File: src/rtl/exu_dp_if.sv
// EXU datapath-control interface: ALU request/completion handshake plus GPR read ports.
// The master is the instruction-handler side, the slave is exu_dp_unit.
interface exu_dp_if #(
  parameter int unsigned XLEN     = 32,
  parameter int unsigned ALU_OP_W = 4
);
  logic                req_vld;
  logic                req_rdy;
  logic [ALU_OP_W-1:0] alu_opcode;
  logic [XLEN-1:0]     alu_src1;
  logic [XLEN-1:0]     alu_src2;
  logic [XLEN-1:0]     alu_dst;
  logic                gpr_wen;
  logic [4:0]          gpr_waddr;
  logic                done;
  logic [4:0]          rs1_addr;
  logic [XLEN-1:0]     rs1_data;
  logic [4:0]          rs2_addr;
  logic [XLEN-1:0]     rs2_data;

  modport master (
    output req_vld, alu_opcode, alu_src1, alu_src2, gpr_wen, gpr_waddr, rs1_addr, rs2_addr,
    input  req_rdy, alu_dst, done, rs1_data, rs2_data
  );

  modport slave (
    input  req_vld, alu_opcode, alu_src1, alu_src2, gpr_wen, gpr_waddr, rs1_addr, rs2_addr,
    output req_rdy, alu_dst, done, rs1_data, rs2_data
  );
endinterface

File: src/rtl/exu_dp_unit.sv
// EXU datapath: single-cycle ALU, iterative 1-bit/cycle shifter, 32-entry GPR file and writeback.
// Define EXU_DP_BYPASS_EN to forward same-cycle GPR write data onto the read ports.
module exu_dp_unit #(
  parameter int unsigned XLEN     = 32,
  parameter int unsigned GPR_NUM  = 32,
  parameter int unsigned ALU_OP_W = 4
) (
  input logic    clk,
  input logic    rst,
  exu_dp_if.slave dp
);

  localparam logic [ALU_OP_W-1:0] OpAdd  = ALU_OP_W'(0);
  localparam logic [ALU_OP_W-1:0] OpSub  = ALU_OP_W'(1);
  localparam logic [ALU_OP_W-1:0] OpSll  = ALU_OP_W'(2);
  localparam logic [ALU_OP_W-1:0] OpSlt  = ALU_OP_W'(3);
  localparam logic [ALU_OP_W-1:0] OpSltu = ALU_OP_W'(4);
  localparam logic [ALU_OP_W-1:0] OpXor  = ALU_OP_W'(5);
  localparam logic [ALU_OP_W-1:0] OpSrl  = ALU_OP_W'(6);
  localparam logic [ALU_OP_W-1:0] OpSra  = ALU_OP_W'(7);
  localparam logic [ALU_OP_W-1:0] OpOr   = ALU_OP_W'(8);
  localparam logic [ALU_OP_W-1:0] OpAnd  = ALU_OP_W'(9);

  typedef enum logic [0:0] {StIdle, StShift} state_e;

  state_e              state_q, state_d;
  logic [XLEN-1:0]     acc_q, acc_d;
  logic [4:0]          cnt_q, cnt_d;
  logic [ALU_OP_W-1:0] op_q;
  logic                wen_q;
  logic [4:0]          waddr_q;
  logic [XLEN-1:0]     alu_dst_q;
  logic                done_q;
  logic [XLEN-1:0]     gpr_q [GPR_NUM];

  logic            accept, is_shift;
  logic [4:0]      shamt;
  logic [XLEN-1:0] alu_res, acc_shift;
  logic            cmpl, wr_en, wr_fire;
  logic [XLEN-1:0] cmpl_data;
  logic [4:0]      wr_addr;

  assign accept   = dp.req_vld & dp.req_rdy;
  assign shamt    = dp.alu_src2[4:0];
  assign is_shift = (dp.alu_opcode == OpSll) || (dp.alu_opcode == OpSrl) ||
                    (dp.alu_opcode == OpSra);

  // Shift opcodes only reach this path with a zero shift amount, so they pass src1 through.
  always_comb begin
    alu_res = '0;
    case (dp.alu_opcode)
      OpAdd:  alu_res = dp.alu_src1 + dp.alu_src2;
      OpSub:  alu_res = dp.alu_src1 - dp.alu_src2;
      OpSlt:  alu_res = {{(XLEN-1){1'b0}}, $signed(dp.alu_src1) < $signed(dp.alu_src2)};
      OpSltu: alu_res = {{(XLEN-1){1'b0}}, dp.alu_src1 < dp.alu_src2};
      OpXor:  alu_res = dp.alu_src1 ^ dp.alu_src2;
      OpOr:   alu_res = dp.alu_src1 | dp.alu_src2;
      OpAnd:  alu_res = dp.alu_src1 & dp.alu_src2;
      OpSll, OpSrl, OpSra: alu_res = dp.alu_src1;
      default: alu_res = '0;
    endcase
  end

  always_comb begin
    case (op_q)
      OpSll:   acc_shift = {acc_q[XLEN-2:0], 1'b0};
      OpSrl:   acc_shift = {1'b0, acc_q[XLEN-1:1]};
      default: acc_shift = {acc_q[XLEN-1], acc_q[XLEN-1:1]};
    endcase
  end

  // FSM: state register
  always_ff @(posedge clk) begin
    if (rst) state_q <= StIdle;
    else     state_q <= state_d;
  end

  // FSM: next state
  always_comb begin
    state_d = state_q;
    unique case (state_q)
      StIdle:  if (accept && is_shift && (shamt != 5'd0)) state_d = StShift;
      StShift: if (cnt_q == 5'd1) state_d = StIdle;
      default: state_d = StIdle;
    endcase
  end

  // FSM: outputs
  always_comb begin
    dp.req_rdy = (state_q == StIdle);
  end

  // Completion fires on the accept edge for single-cycle ops, on the last shift step otherwise.
  always_comb begin
    acc_d     = acc_q;
    cnt_d     = cnt_q;
    cmpl      = 1'b0;
    cmpl_data = '0;
    wr_en     = 1'b0;
    wr_addr   = '0;
    if (state_q == StIdle) begin
      if (accept) begin
        acc_d = dp.alu_src1;
        cnt_d = shamt;
        if (!is_shift || (shamt == 5'd0)) begin
          cmpl      = 1'b1;
          cmpl_data = alu_res;
          wr_en     = dp.gpr_wen;
          wr_addr   = dp.gpr_waddr;
        end
      end
    end else begin
      acc_d = acc_shift;
      cnt_d = cnt_q - 5'd1;
      if (cnt_q == 5'd1) begin
        cmpl      = 1'b1;
        cmpl_data = acc_shift;
        wr_en     = wen_q;
        wr_addr   = waddr_q;
      end
    end
  end

  assign wr_fire = wr_en & ~rst & (wr_addr != 5'd0);

  always_ff @(posedge clk) begin
    if (rst) begin
      acc_q     <= '0;
      cnt_q     <= '0;
      op_q      <= '0;
      wen_q     <= 1'b0;
      waddr_q   <= '0;
      alu_dst_q <= '0;
      done_q    <= 1'b0;
    end else begin
      acc_q  <= acc_d;
      cnt_q  <= cnt_d;
      done_q <= cmpl;
      if (cmpl) alu_dst_q <= cmpl_data;
      if (accept) begin
        op_q    <= dp.alu_opcode;
        wen_q   <= dp.gpr_wen;
        waddr_q <= dp.gpr_waddr;
      end
    end
  end

  always_ff @(posedge clk) begin
    if (rst) begin
      for (int i = 0; i < GPR_NUM; i++) gpr_q[i] <= '0;
    end else if (wr_fire) begin
      gpr_q[wr_addr] <= cmpl_data;
    end
  end

  always_comb begin
    dp.rs1_data = (dp.rs1_addr == 5'd0) ? '0 : gpr_q[dp.rs1_addr];
    dp.rs2_data = (dp.rs2_addr == 5'd0) ? '0 : gpr_q[dp.rs2_addr];
`ifdef EXU_DP_BYPASS_EN
    if (wr_fire && (wr_addr == dp.rs1_addr)) dp.rs1_data = cmpl_data;
    if (wr_fire && (wr_addr == dp.rs2_addr)) dp.rs2_data = cmpl_data;
`endif
  end

  assign dp.alu_dst = alu_dst_q;
  assign dp.done    = done_q;

endmodule

File: src/flat_wrapper.sv
// flat-port wrapper written by rule: the top's interface ports become plain ports
module exu_dp_unit_flat 
#(
  parameter int unsigned XLEN     = 32,
  parameter int unsigned GPR_NUM  = 32,
  parameter int unsigned ALU_OP_W = 4
)
  (clk, rst, dp_req_vld, dp_alu_opcode, dp_alu_src1, dp_alu_src2, dp_gpr_wen, dp_gpr_waddr, dp_rs1_addr, dp_rs2_addr, dp_req_rdy, dp_alu_dst, dp_done, dp_rs1_data, dp_rs2_data);
  exu_dp_if #(.XLEN(XLEN), .ALU_OP_W(ALU_OP_W)) dp_i ();
  input logic clk;
  input logic rst;
  input wire logic [$bits(dp_i.req_vld)-1:0] dp_req_vld;
  input wire logic [$bits(dp_i.alu_opcode)-1:0] dp_alu_opcode;
  input wire logic [$bits(dp_i.alu_src1)-1:0] dp_alu_src1;
  input wire logic [$bits(dp_i.alu_src2)-1:0] dp_alu_src2;
  input wire logic [$bits(dp_i.gpr_wen)-1:0] dp_gpr_wen;
  input wire logic [$bits(dp_i.gpr_waddr)-1:0] dp_gpr_waddr;
  input wire logic [$bits(dp_i.rs1_addr)-1:0] dp_rs1_addr;
  input wire logic [$bits(dp_i.rs2_addr)-1:0] dp_rs2_addr;
  output wire logic [$bits(dp_i.req_rdy)-1:0] dp_req_rdy;
  output wire logic [$bits(dp_i.alu_dst)-1:0] dp_alu_dst;
  output wire logic [$bits(dp_i.done)-1:0] dp_done;
  output wire logic [$bits(dp_i.rs1_data)-1:0] dp_rs1_data;
  output wire logic [$bits(dp_i.rs2_data)-1:0] dp_rs2_data;
  assign dp_i.req_vld = dp_req_vld;
  assign dp_i.alu_opcode = dp_alu_opcode;
  assign dp_i.alu_src1 = dp_alu_src1;
  assign dp_i.alu_src2 = dp_alu_src2;
  assign dp_i.gpr_wen = dp_gpr_wen;
  assign dp_i.gpr_waddr = dp_gpr_waddr;
  assign dp_i.rs1_addr = dp_rs1_addr;
  assign dp_i.rs2_addr = dp_rs2_addr;
  assign dp_req_rdy = dp_i.req_rdy;
  assign dp_alu_dst = dp_i.alu_dst;
  assign dp_done = dp_i.done;
  assign dp_rs1_data = dp_i.rs1_data;
  assign dp_rs2_data = dp_i.rs2_data;
  exu_dp_unit #(.XLEN(XLEN), .GPR_NUM(GPR_NUM), .ALU_OP_W(ALU_OP_W)) u_core (.clk(clk), .rst(rst), .dp(dp_i));
endmodule
File: config.mk
export PLATFORM = sky130hd
export DESIGN_NAME = exu_dp_unit_flat
export DESIGN_NICKNAME = d
export VERILOG_FILES = /design/src/rtl/exu_dp_if.sv /design/src/rtl/exu_dp_unit.sv /design/src/flat_wrapper.sv
export SDC_FILE = /design/constraint.sdc
export NUM_CORES = 2
export LEC_CHECK = 0
export ABC_CLOCK_PERIOD_IN_PS = 9000
export BUFFER_PORTS_ARGS = -buffer_cell sky130_fd_sc_hd__buf_2
export CAP_MARGIN = 5
export CORE_MARGIN = 2
export CORE_UTILIZATION = 50
export DETAILED_ROUTE_END_ITERATION = 16
export GPL_TIMING_DRIVEN = 1
export MAX_ROUTING_LAYER = met4
export PLACE_DENSITY = 0.75
export SLEW_MARGIN = 20
export SYNTH_ARGS = -nofsm -noshare
export SYNTH_HDL_FRONTEND = slang
export SYNTH_SLANG_ARGS = --single-unit
File: constraint.sdc
create_clock -name clk -period 9 [get_ports clk]
set_clock_uncertainty 0.1 [all_clocks]
set_input_delay 2.7 -clock clk [delete_from_list [all_inputs] [get_ports clk]]
set_output_delay 2.7 -clock clk [all_outputs]
set_load 0.01 [all_outputs]
==> impl.org <==
** Pwr
- Sequential cells account for 48.1% of the total power.
- IR analysis of the VDD net gives a maximum drop of 152 uV.
- Cell-internal power :: 9.11 mW
- Combinational logic burns 13.9% of the power.
- For this design the total switching power over the nets is 3.14 mW.
- Sw Share :: 25.6%
- Dividing total power by cell area gives a power density of 181 nW/um2.
- Clock power frac :: 38.0%
- The analysis attributes to cell leakage a power of 23.1 nW.

** Synthesis
- Of all cell types, the one taking the most synthesized area is edfxtp_1.
- A synthesized cell averages 13.5 um2.
- Sorting the synthesized cells by how often they occur yields 1193 x nor2_1, 1024 x edfxtp_1, 640 x mux4_2.
- Most instantiated library cell after synthesis :: nor2_1
- Largest cells by area after synthesis :: edfxtp_1 50%, mux4_2 24%, nor2_1 7.3%
- Adder-cell share of the synthesized area :: under 10%
- Summing the areas of all xor and xnor instances in the mapped netlist gives 0.374% of the synthesized area.
- Synthesis instantiated 86 different standard cells from the library.
- Ys Warns :: 0
- Of the synthesized area, sequential elements account for 53.1%.
- Of all flip-flops after synthesis, the portion carrying an async set or reset was 0%.
- After synthesis, the largest family of logic cells by area is multiplexers.
- Register bit count reported by yosys :: 1105
- Fraction of synthesized area in multiplexers :: about a quarter
- Top flip-flop cell by instance count after synthesis :: edfxtp_1
- Netlist area before placement :: 60900 um2
- Summing the areas of all compound-gate instances in the mapped netlist gives approximately 5.4% of the synthesized area.
- Counting flops with a built-in enable in the synthesized netlist gives 1024.
- Summing the areas of all and, or, nand and nor instances in the mapped netlist gives roughly a tenth of the synthesized area.
- The synthesized design devotes to its leading area cell type 50.5% of total area.
- After technology mapping, the gate count stands at 4519.

** STA
- The max-slew violation count came to 0.
- For this run, the top clock speed supported by timing is approximately 0.12 GHz.
- Slack of the critical path :: 0.767 ns
- The worst path uses 91.5% of the clock period.
- The count of endpoints failing hold in the final timing report came to 0.
- Setup violations remaining at the end of the flow were counted as 0.
- For the final routed database, the setup TNS stands at 0 ns.
- Headroom to the max-slew limit :: 17.7%
- The smallest clock period supported by the final layout is computed as ~8.2 ns.
- Transition time at the pin with the least slew margin :: 1.23 ns
- Unrepaired setup endpoints after global routing :: no

** Worst setup path
- Ordered cell list for the critical path :: buf_8 -> buf_4 -> mux4_2 -> mux4_2 -> mux2i_1 -> nor2_1 -> buf_2
- CP Data Required Time :: a little over 6 ns
- The worst setup path is launched from an input pin.
- The critical path in this run is classified as input pin to output pin.
- In this run the worst path has a maximum fanout of 74.
- The worst setup path is captured at an output pin.
- Worst-path cell with the longest stage delay :: buf_8
- For this run, the slowest stage of the critical path takes 0.52 ns.
- STA puts the critical path data arrival time at 5.43 ns.
- In this design, the critical path's most frequently occurring cell is mux4_2.

** Worst hold path
- Class of the most critical hold timing path :: flip-flop to flip-flop

** Clock network
- Clock-pin slew was measured on the worst setup and hold paths at ~0.06 ns.
- TritonCTS Sinks :: 1105
- In this run the post-CTS setup repair buffer count came out at 0.
- TritonCTS built the clock tree.
- Level count of the clock H-tree :: 3
- Later-pin clock latency in the skew report :: 0.72 ns
- Master cell of the clock root buffer :: clkbuf_16
- Clock buffers created by TritonCTS :: 106
- Number of buffers on the longest clock path :: 3
- Post-CTS repair changed the size of 0 cells.
- Count of hold-fix buffers inserted at cts :: 0

** Global route
- The number of global-route vias before repair was 43000.
- The first global-routing pass estimated 287 mm of wire.
- Global routing finished with a remaining overflow of 0.
- Largest net degree at the start of global routing :: 81
- The initial antenna violation count is 10.
- Total GRT Usage :: 32.4%

** Routing
- Routed length per instance :: 31.5 um
- DRC Markers :: 0
- Number of detailed-route iterations in the first pass :: 6
- Once detail routing completed, the nets flagged for antenna violations numbered 0.
- After detailed routing, the total wire length is about 200 mm.
- For this block, the initial DRC count from the detailed router was 7077.
- Vias :: 43200
- Using the TritonRoute via totals, the vias-per-cell ratio works out to 6.88.

** Placement
- Estimated wirelength of the detail-placed design :: approximately 120 mm
- Final RePlAce weighted congestion :: between 0.9 and 1
- Count of buffers inserted at the top-level ports :: 184
- Before CTS, the worst setup slack after placement is 0.850 ns.

** Run status
- Run status :: finished clean

** Die
- Horizontal extent of the die :: 353 um
- In this run the standard cell core region covers 121000 um2.
- Count of boundary I/O pins :: 185
- Std cell rows :: roughly 130
- Measured along the y axis, the die boundary spans roughly 350 um.
- Starting utilization of the core area :: roughly 50%
- The die covers 125000 um2.

** Final layout
- Ratio of cells with drive above 1 in the final layout :: 26.7%
- At the end of the flow, the number of nets in the layout was 4747.
- Compared with the post-synthesis result, the final layout area differs by 10.8%.
- After filler insertion, the fill cell instance count of the layout stands at 9507.

** Job
- The tool flagged a number of max-cap violations equal to 0.
[power by group through the flow]
stage	registers (mW)	clock network, mW	logic [mW]
3_5_place_dp	5.99	0	1.66
4_1_cts	5.88	4.66	1.66
5_1_grt	5.90	4.84	1.78
3_3_place_gp	5.97	0	1.64
6_report	5.89	4.66	1.70
2_1_floorplan	5.95	0	1.10
[cell families after synthesis]
logic type      count (synthesis)
xor+xnor                       26
compound gates                485
buf+inv                       542
simple gates                 1510
fa+ha+maj                     107
flops                        1105
mux                           743
other cells                     1
[through the flow]
step	instance area (um2)	util, %	power [mW]	hold WS [ns]	std cells
2_1_floorplan	61000	-	7.05	0.336	4550
3_3_place_gp	63800	52.5	7.61	0.334	6067
3_5_place_dp	63800	52.6	7.65	0.343	6067
4_1_cts	67400	55.5	12.2	0.353	6262
5_1_grt	67500	55.6	12.5	0.374	6272
6_report	67500	55.6	12.2	0.353	6274
[flip-flops by register name, summed over array words and instances, names as in the netlist]
| signal | cells |
|---|---|
| u_core.gpr_q | 1024 |
| u_core.cnt_q | 5 |
| u_core.dp.done | 1 |
| u_core.waddr_q | 5 |
| u_core.wen_q | 1 |
| u_core.acc_q | 32 |
| u_core.op_q | 4 |
| u_core.state_q | 1 |
| u_core.dp.alu_dst | 32 |
[placed cells by master, fill, tap and decap left out, drive strengths merged, types with 5 or more instances in the layout]
cell type  Yosys  final
a211o          5      5
a211oi        76     76
a21boi         7      7
a21o          16     16
a21oi        135    135
a221o          5      5
a221oi        19     19
a22oi         12     12
a31oi         16     16
a32oi          6      6
and3           6      6
buf          149    339
bufinv         0     15
clkbuf       295    118
clkinv         1     46
clkinvlp       0     11
conb           1     32
dfxtp         81     81
diode          0      9
edfxtp      1024   1024
ha           105    105
inv           97    103
mux2i        100    100
mux4         640    640
nand2        184    184
nand3         13     13
nand4          8      8
nor2        1194   1194
nor2b         42     42
nor3          25     25
nor4          16     16
o211ai        16     16
o21ai         84     84
o21bai        10     10
o22a          12     12
o22ai         11     11
o31ai         10     10
xnor2         25     25
[final cells by class]
cell class | instances | area, um2 | share of cell area (%)
antenna | 9 | 22.5 | 0.0334
clock buffer | 118 | 2760 | 4.09
clock inverter | 77 | 803 | 1.19
inverter | 98 | 368 | 0.545
multi-input combinational | 2903 | 26700 | 39.6
sequential | 1105 | 32400 | 48.0
tap | 1625 | 2030 | 3.01
timing repair buffer | 339 | 2390 | 3.54
[worst max-delay path, delay by kind of cell]
family / cells / cell delay (ns)
mux: 3 / 1.38
simple gates: 1 / 0.07
buf+inv: 3 / 1.16
[worst paths after layout]
path / cells past startpoint / endpoint / startpoint / slack [ns]
worst max-delay path: 7 / dp_rs2_data[11] / dp_rs2_addr[1] / 0.77
worst min-delay path: 2 / u_core.dp.alu_dst[6] / u_core.dp.alu_dst[6] / 0.35
worst max register to register: 12 / u_core.gpr_q[13][14] / u_core.state_q / 3.44
worst min register to register: 2 / u_core.dp.alu_dst[6] / u_core.dp.alu_dst[6] / 0.35
[routing by layer]
layer | up-vias | track usage [%] | share of wire [%]
li1 | 17200 | - | -
met3 | 672 | 8.65 | 14
met5 | - | - | 0
met2 | 3809 | 49.8 | 47
met4 | 0 | 14.4 | 5.0
met1 | 21500 | 40.5 | 34
Note: power is estimated with default switching activity, not from simulation.
